`src/rtl/env_adsr.sv`:
```
// env_adsr: per-voice ADSR amplitude envelope.
// Scales each offset-binary sample about midscale by the current envelope
// level and advances the envelope once per sample tick under gate control.
// Optional build macro ENV_ADSR_EXP_RELEASE_EN selects an exponential release
// step (level >> release_rate[3:0], minimum 1) instead of the linear one.
module env_adsr #(
   parameter int SAMPLE_W = 16,
   parameter int ENV_W    = 12,
   parameter int RATE_W   = 8
) (
   input  logic                clk,
   input  logic                rst_n,
   input  logic [SAMPLE_W-1:0] sample_in,
   input  logic                sample_valid,
   input  logic                gate,
   input  logic [RATE_W-1:0]   attack_rate,
   input  logic [RATE_W-1:0]   decay_rate,
   input  logic [ENV_W-1:0]    sustain_level,
   input  logic [RATE_W-1:0]   release_rate,
   output logic [SAMPLE_W-1:0] sample_out,
   output logic                sample_out_valid,
   output logic [ENV_W-1:0]    env_level,
   output logic [2:0]          env_state
);

   typedef enum logic [2:0] {
      ST_IDLE    = 3'd0,
      ST_ATTACK  = 3'd1,
      ST_DECAY   = 3'd2,
      ST_SUSTAIN = 3'd3,
      ST_RELEASE = 3'd4
   } state_t;

   localparam int                 PAD      = ENV_W + 1 - RATE_W;
   localparam logic [ENV_W-1:0]   ENV_FULL = '1;
   localparam logic [SAMPLE_W-1:0] MIDSCALE = {1'b1, {(SAMPLE_W-1){1'b0}}};

   state_t            state, state_nxt;
   logic [ENV_W-1:0]  level, level_nxt;
   logic              gate_q;
   logic              trig;

   logic [ENV_W:0]    att_sum;
   logic [ENV_W-1:0]  att_level;
   logic [ENV_W:0]    dec_diff;
   logic [ENV_W:0]    rel_step;
   logic [ENV_W:0]    rel_diff;

   logic signed [SAMPLE_W-1:0]       s_signed;
   logic signed [SAMPLE_W+ENV_W-1:0] prod;
   logic [SAMPLE_W-1:0]              scaled;
   logic [ENV_W-1:0]                 prod_frac_unused;

   // Gate edge detector: a rising edge arms the trigger, the next tick consumes it.
   // NOTE: sequential state uses non-blocking assignments so every register
   // samples its inputs from the same pre-edge values.
   always_ff @(posedge clk or negedge rst_n) begin
      if (!rst_n) begin
         gate_q <= 1'b0;
         trig   <= 1'b0;
      end else begin
         gate_q <= gate;
         trig   <= (gate & ~gate_q) | (trig & ~sample_valid);
      end
   end

   // Envelope step arithmetic, one extra bit so nothing wraps.
   always_comb begin
      att_sum   = {1'b0, level} + {{PAD{1'b0}}, attack_rate};
      att_level = att_sum[ENV_W] ? ENV_FULL : att_sum[ENV_W-1:0];
      dec_diff  = {1'b0, level} - {{PAD{1'b0}}, decay_rate};
`ifdef ENV_ADSR_EXP_RELEASE_EN
      rel_step  = ((level >> release_rate[3:0]) == '0) ?
                  (ENV_W+1)'(1) : {1'b0, level >> release_rate[3:0]};
`else
      rel_step  = {{PAD{1'b0}}, release_rate};
`endif
      rel_diff  = {1'b0, level} - rel_step;
   end

   // Next-state and next-level logic; only a sample tick moves the envelope.
   // NOTE: every output of this block gets a default first, so no path can
   // leave a variable unassigned and infer a latch.
   always_comb begin
      state_nxt = state;
      level_nxt = level;
      if (sample_valid) begin
         if (trig) begin
            // Retrigger continues from the current level rather than from 0.
            level_nxt = att_level;
            state_nxt = (att_level == ENV_FULL) ? ST_DECAY : ST_ATTACK;
         end else if (!gate && (state inside {ST_ATTACK, ST_DECAY, ST_SUSTAIN})) begin
            // Level holds this tick; the release step starts on the next one.
            state_nxt = ST_RELEASE;
         end else begin
            case (state)
               ST_IDLE: level_nxt = '0;
               ST_ATTACK: begin
                  level_nxt = att_level;
                  if (att_level == ENV_FULL) state_nxt = ST_DECAY;
               end
               ST_DECAY: begin
                  if (level <= sustain_level || dec_diff[ENV_W] ||
                      dec_diff[ENV_W-1:0] <= sustain_level) begin
                     level_nxt = sustain_level;
                     state_nxt = ST_SUSTAIN;
                  end else begin
                     level_nxt = dec_diff[ENV_W-1:0];
                  end
               end
               ST_SUSTAIN: level_nxt = sustain_level;
               ST_RELEASE: begin
                  if (rel_diff[ENV_W] || rel_diff[ENV_W-1:0] == '0) begin
                     level_nxt = '0;
                     state_nxt = ST_IDLE;
                  end else begin
                     level_nxt = rel_diff[ENV_W-1:0];
                  end
               end
               default: begin
                  level_nxt = '0;
                  state_nxt = ST_IDLE;
               end
            endcase
         end
      end
   end

   // Envelope state and level registers.
   always_ff @(posedge clk or negedge rst_n) begin
      if (!rst_n) begin
         state <= ST_IDLE;
         level <= '0;
      end else begin
         state <= state_nxt;
         level <= level_nxt;
      end
   end

   // Scale the sample about midscale using the pre-update level.
   always_comb begin
      s_signed = {~sample_in[SAMPLE_W-1], sample_in[SAMPLE_W-2:0]};
      prod     = s_signed * $signed({1'b0, level});
      {scaled, prod_frac_unused} = {~prod[SAMPLE_W+ENV_W-1], prod[SAMPLE_W+ENV_W-2:0]};
   end

   // Output register: updated and flagged on the same edge that takes the tick.
   always_ff @(posedge clk or negedge rst_n) begin
      if (!rst_n) begin
         sample_out       <= MIDSCALE;
         sample_out_valid <= 1'b0;
      end else begin
         sample_out_valid <= sample_valid;
         if (sample_valid) sample_out <= scaled;
      end
   end

`ifdef ENV_ADSR_EXP_RELEASE_EN
   logic [RATE_W-5:0] release_hi_unused;
   assign release_hi_unused = release_rate[RATE_W-1:4];
`endif

   assign env_level = level;
   assign env_state = state;

endmodule

```
`config.mk`:
```
export PLATFORM = sky130hd
export DESIGN_NAME = env_adsr
export DESIGN_NICKNAME = d
export VERILOG_FILES = /design/src/rtl/env_adsr.sv
export SDC_FILE = /design/constraint.sdc
export NUM_CORES = 1
export LEC_CHECK = 0
export ABC_AREA = 1
export CORE_MARGIN = 2
export CORE_UTILIZATION = 48
export CTS_CLUSTER_SIZE = 25
export DETAILED_ROUTE_END_ITERATION = 7
export GPL_ROUTABILITY_DRIVEN = 0
export PLACE_DENSITY = 0.67
export SLEW_MARGIN = 20
export SYNTH_ARGS = -nofsm -noshare
export SYNTH_HDL_FRONTEND = slang
export SYNTH_SLANG_ARGS = --single-unit
export TNS_END_PERCENT = 5
```
`constraint.sdc`:
```
create_clock -name clk -period 4.72 [get_ports clk]
set_input_delay 0.944 -clock clk [delete_from_list [all_inputs] [get_ports clk]]
set_output_delay 0.944 -clock clk [all_outputs]
set_load 0.005 [all_outputs]
```
* After elaboration in Yosys (flattened, before gate mapping)
Cells that the tools add are included.
** Word-level totals
- Logic and storage cells :: 53
- Bits in registers :: 34
- Output and inout port bits :: 32
** Operators by class
- Equality and inequality tests :: 10
- $mul :: 1
- Bitwise operators :: 7
- Reductions and logical operators :: 11
- Add/subtract/negate cells :: 3
- Magnitude comparators :: 2
- Muxes and demuxes :: 13
** Operator list (count)
- 12-bit two-way mux :: 5
- 12-bit one-hot mux with 4 select lines :: 1
- 16-bit by 13-bit multiplier with 28-bit output :: 1
- 12-bit by 8-bit subtractor with 13-bit output :: 2
- 12-bit less-or-equal comparator :: 2
- 3-bit two-way mux :: 5
- 12-bit by 8-bit adder with 13-bit output :: 1
- 12-bit == test, second input constant :: 1
- 12-bit logical NOT :: 1
- 3-bit one-hot mux with 4 select lines :: 1
- 3-bit by 2-bit == test with 1-bit output, second input constant :: 2
- 5-bit AND reduction :: 1
- 4-bit by 2-bit inequality test with 1-bit output, second input constant :: 1
- 4-bit by 3-bit inequality test with 1-bit output, second input constant :: 1
- 4-bit inequality test, second input constant :: 1
- 1-bit NOT :: 4
- 3-bit by 1-bit == test with 1-bit output, second input constant :: 1
- 3-bit == test, second input constant :: 1
- 3-bit logical NOT :: 1
- 1-bit logical OR :: 3
- 3-bit by 1-bit inequality test with 1-bit output, second input constant :: 1
- 3-bit nonzero test :: 1
- 1-bit AND :: 2
- 2-bit two-way mux :: 1
- other kinds (6) :: 6

* Longest topological paths before layout
- Depth after elaboration :: 7
- Mapped depth :: 26
- Depth with buffers taken out :: 24

* Least setup slack after synthesis
No wires, ideal clock.
- Path kind :: input to register
- Start :: in sample_in[8]
- End :: reg sample_out[9]
- Buffers on the path :: 1
- Stages on the path :: 21
- Setup slack :: -0.686 ns
- Arrival time :: 5.288 ns
- Cell sequence :: clkbuf_1 nand2_1 fa_1 fa_1 inv_1 fa_1 fa_1 inv_1 fa_1 inv_1 ha_1 a21oi_1 inv_1 a31oi_1 o21ai_0 inv_1 nand2_1 a21o_1 or2_2 nand3_1 nand2_1
** On the way
- Cells in the longest elaborated chain, start to end :: 1
** Ends and longest elaborated chain
- start, declared :: RTL line 13 : input logic [SAMPLE_W-1:0] sample_in,
- 16-bit by 13-bit multiplier with 28-bit output :: RTL line 143 : prod = s_signed * $signed({1'b0, level});
- end signal, assigned :: RTL line 154 : if (sample_valid) sample_out <= scaled;
- end, declared :: RTL line 20 : output logic [SAMPLE_W-1:0] sample_out,
No other way between the ends.
A chain may end at the register's enable or synchronous reset.

* Worst setup path in the final report
- Start :: in sample_in[7]
- End :: reg sample_out[7]
Same word-level chain as after synthesis.

==> results.sh <==
export IMPL_fin_ws_ps=-582
export IMPL_path_buf_inv=9
export IMPL_finalSetupViolations=16
export IMPL_arrival_ps=5470
export IMPL_crit_required_ps=4890
export IMPL_synth_area_leaders="fa_1 (31%), nand2_1 (15%), inv_1 (15%), ha_1 (12%), dfrtp_1 (7.1%)"
export IMPL_htreeDepth=2
export IMPL_tritoncts="built"
export IMPL_insertion_delay_ps=280
export IMPL_netlist_area_um2=11600
export IMPL_multi_input_area_um2=9350
export IMPL_drive_above_1_share=0.183
export IMPL_finClkSkew_ps=3.20
export IMPL_hpwl_um=27700
export IMPL_dieHeight_um=159
export IMPL_synth_seq_area_share=0.0737
export IMPL_avgViaCountPerCell=5.10
export IMPL_vias=11311
export IMPL_synth_top_area_frac=0.306
export IMPL_slew_limit_headroom=0.435
export IMPL_syn_inst=1686
export IMPL_fin_util=0.632
export IMPL_cp_slowest_cell="fa_1"
export IMPL_grt_start_max_net_pins=35
export IMPL_core_area_um2=23500
export IMPL_finalCritPeriodShare=1.12
export IMPL_cpPeakStageDelay_ps=550
export IMPL_row_count=56
export IMPL_initialDrtViolationCount=963
export IMPL_max_freq_mhz=189
export IMPL_critPathMostFrequentCell="inv_2"
export IMPL_hold_class="register to register"
export IMPL_synth_nets=2027
export IMPL_max_cap_viol_count=0
export IMPL_yosysWarnings=0
export IMPL_syn_area_per_cell_um2=6.86
export IMPL_drc=0
export IMPL_end_kind="register"
export IMPL_io_buffers=87
export IMPL_grt_overflow_total=0
export IMPL_synthFlopType="dfrtp_1"
export IMPL_min_period_ps=5300
export IMPL_cts_sinks=34
export IMPL_cts_made_buffers=5
export IMPL_ff_latch_area_um2=852
export IMPL_hold_viol=0
export IMPL_synth_area_leader_cell="fa_1"
export IMPL_drtAntennaViolNets=0
export IMPL_area_growth_pct=28.7
export IMPL_fin_nets=2240
export IMPL_rsz0062_at_grt="yes"
export IMPL_drv_slew=0
export IMPL_root_buffer="clkbuf_16"
export IMPL_synth_edf_count=0
export IMPL_synthArstFlopShare=1.00
export IMPL_wire_per_inst_um=15.2
export IMPL_die_area_um2=25300
export IMPL_drt_first_pass_iters=6
export IMPL_antenna_found_initial=0
export IMPL_ys_seq_elements=34
export IMPL_violations="negative setup slack"
export IMPL_cts_path_max_buffers=2
export IMPL_cts_hold_buf=0
export IMPL_wl_um=33800
export IMPL_die_w_um=159
export IMPL_track_usage=0.268
export IMPL_start_util=0.491
export IMPL_grt_pass1_wl_um=55400
export IMPL_worst_pin_slew_ps=844
export IMPL_synth_cell_types=47
export IMPL_worstPathMaxFanout=6
export IMPL_clk_pin_slew_ps=60
export IMPL_io_pin_count=88
export IMPL_n_antenna_cell=0
export IMPL_fill_cells=2111
export IMPL_crit_type="input port to register"
export IMPL_grt_pass1_vias=11380
export IMPL_outcome="complete, but fails checks"
export IMPL_start_kind="input port"
export IMPL_path_delay_family="adder cells"
worst register-to-register path, delay by kind of cell, from the launching register on:
kind,cells,cell delay (ps)
adders and majority gates,6,2740
DFF,1,770
buffers and inverters,6,550
and+or+nand+nor,7,540
AOI/OAI and AO/OA,3,490
routing by layer:
layer	track usage	up-vias	share of wire
met5	0	-	0
met4	0.0603	0	0.023
met3	0.0367	64	0.078
met2	0.458	394	0.48
met1	0.364	5428	0.41
li1	-	5425	-
repair_timing:
action / in CTS / in global routing
gates resized for setup: 39 / 142
setup endpoints to repair: 16 / 16
gates cloned: 1 / 1
setup buffers: 3 / 18
pin swaps: 17 / 97
placed cells by master (no fill, tap or decap), types with 23 or more instances in the layout:
master	instances
o21ai_0	23
nand2_1	430
a21oi_1	55
nand3_1	82
buf_4	146
clkdlybuf4s50_1	71
inv_2	34
nor2_1	81
fa_1	171
dfrtp_1	33
inv_1	417
ha_1	91
nand2_2	24
cell type report:
cell class                 instances  share of cell area
clock inverter                     1            0.000336
clock buffer                       7             0.00959
timing repair buffer             259               0.161
multi-input combinational       1141               0.629
inverter                         458               0.116
tap                              319              0.0268
sequential                        34              0.0573
through the flow:
step | hold slack [ps] | cells | setup TNS, ps | instance area [um2] | setup WS, ps
global placement | 421 | 2189 | -17840 | 14000 | -1290
floorplan | 419 | 1686 | -5170 | 11800 | -444
detailed placement | 434 | 2189 | -18650 | 14000 | -1360
CTS | 443 | 2201 | -10850 | 14400 | -750
global route | 463 | 2219 | -11080 | 14900 | -801
finish | 442 | 2219 | -7690 | 14900 | -582
cell usage after synthesis, types with 2 or more instances:
master / instances
nand2_1: 457
inv_1: 449
fa_1: 177
ha_1: 108
nand3_1: 89
nor2_1: 88
a21oi_1: 72
clkbuf_1: 42
o21ai_0: 34
dfrtp_1: 33
xor2_1: 16
nand4_1: 15
nor3_1: 12
xnor2_1: 9
a22oi_1: 8
nand3b_1: 8
o21ai_1: 6
buf_2: 5
nand2_2: 5
inv_2: 4
nor2_2: 4
o21a_1: 4
or2_2: 4
a31oi_1: 3
and2_1: 3
clkinv_1: 3
a21oi_2: 2
buf_1: 2
buf_6: 2
nor4_1: 2
o21ai_2: 2
o21bai_1: 2
o22ai_1: 2
registers in the layout (all words and copies together), names as in the netlist:
register          flops
trig                  1
sample_out           16
gate_q                1
sample_out_valid      1
env_level            12
env_state             3
final timing paths:
check	start	end	slack (ps)	cells after the start
hold reg to reg	gate_q$_DFF_PN0_	trig$_DFF_PN0_	440	1
max in group asynchronous	rst_n	env_level[3]$_DFFE_PN0P_	3430	1
setup / recovery	sample_in[7]	sample_out[7]$_DFFE_PN0P_	-580	25
min in group asynchronous	rst_n	sample_out[1]$_DFFE_PN0P_	750	1
hold / removal	gate_q$_DFF_PN0_	trig$_DFF_PN0_	440	1
setup reg to reg	env_level[7]$_DFFE_PN0P_	sample_out[15]$_DFFE_PN1P_	-420	22
cell families (layout without fill, tap and decap cells):
logic type	Yosys count	after routing	synth area share
AND/OR/NAND/NOR	691	691	0.248
buffers and inverters	511	725	0.168
adder cells (fa/ha/maj)	285	285	0.423
AO/OA/AOI/OAI	140	140	0.0677
flip-flops	34	34	0.0737
XOR/XNOR	25	25	0.0189
Power is left out: the tool's default activity adds up to more than one toggle a clock period on the data nets, which glitch-free logic cannot reach.
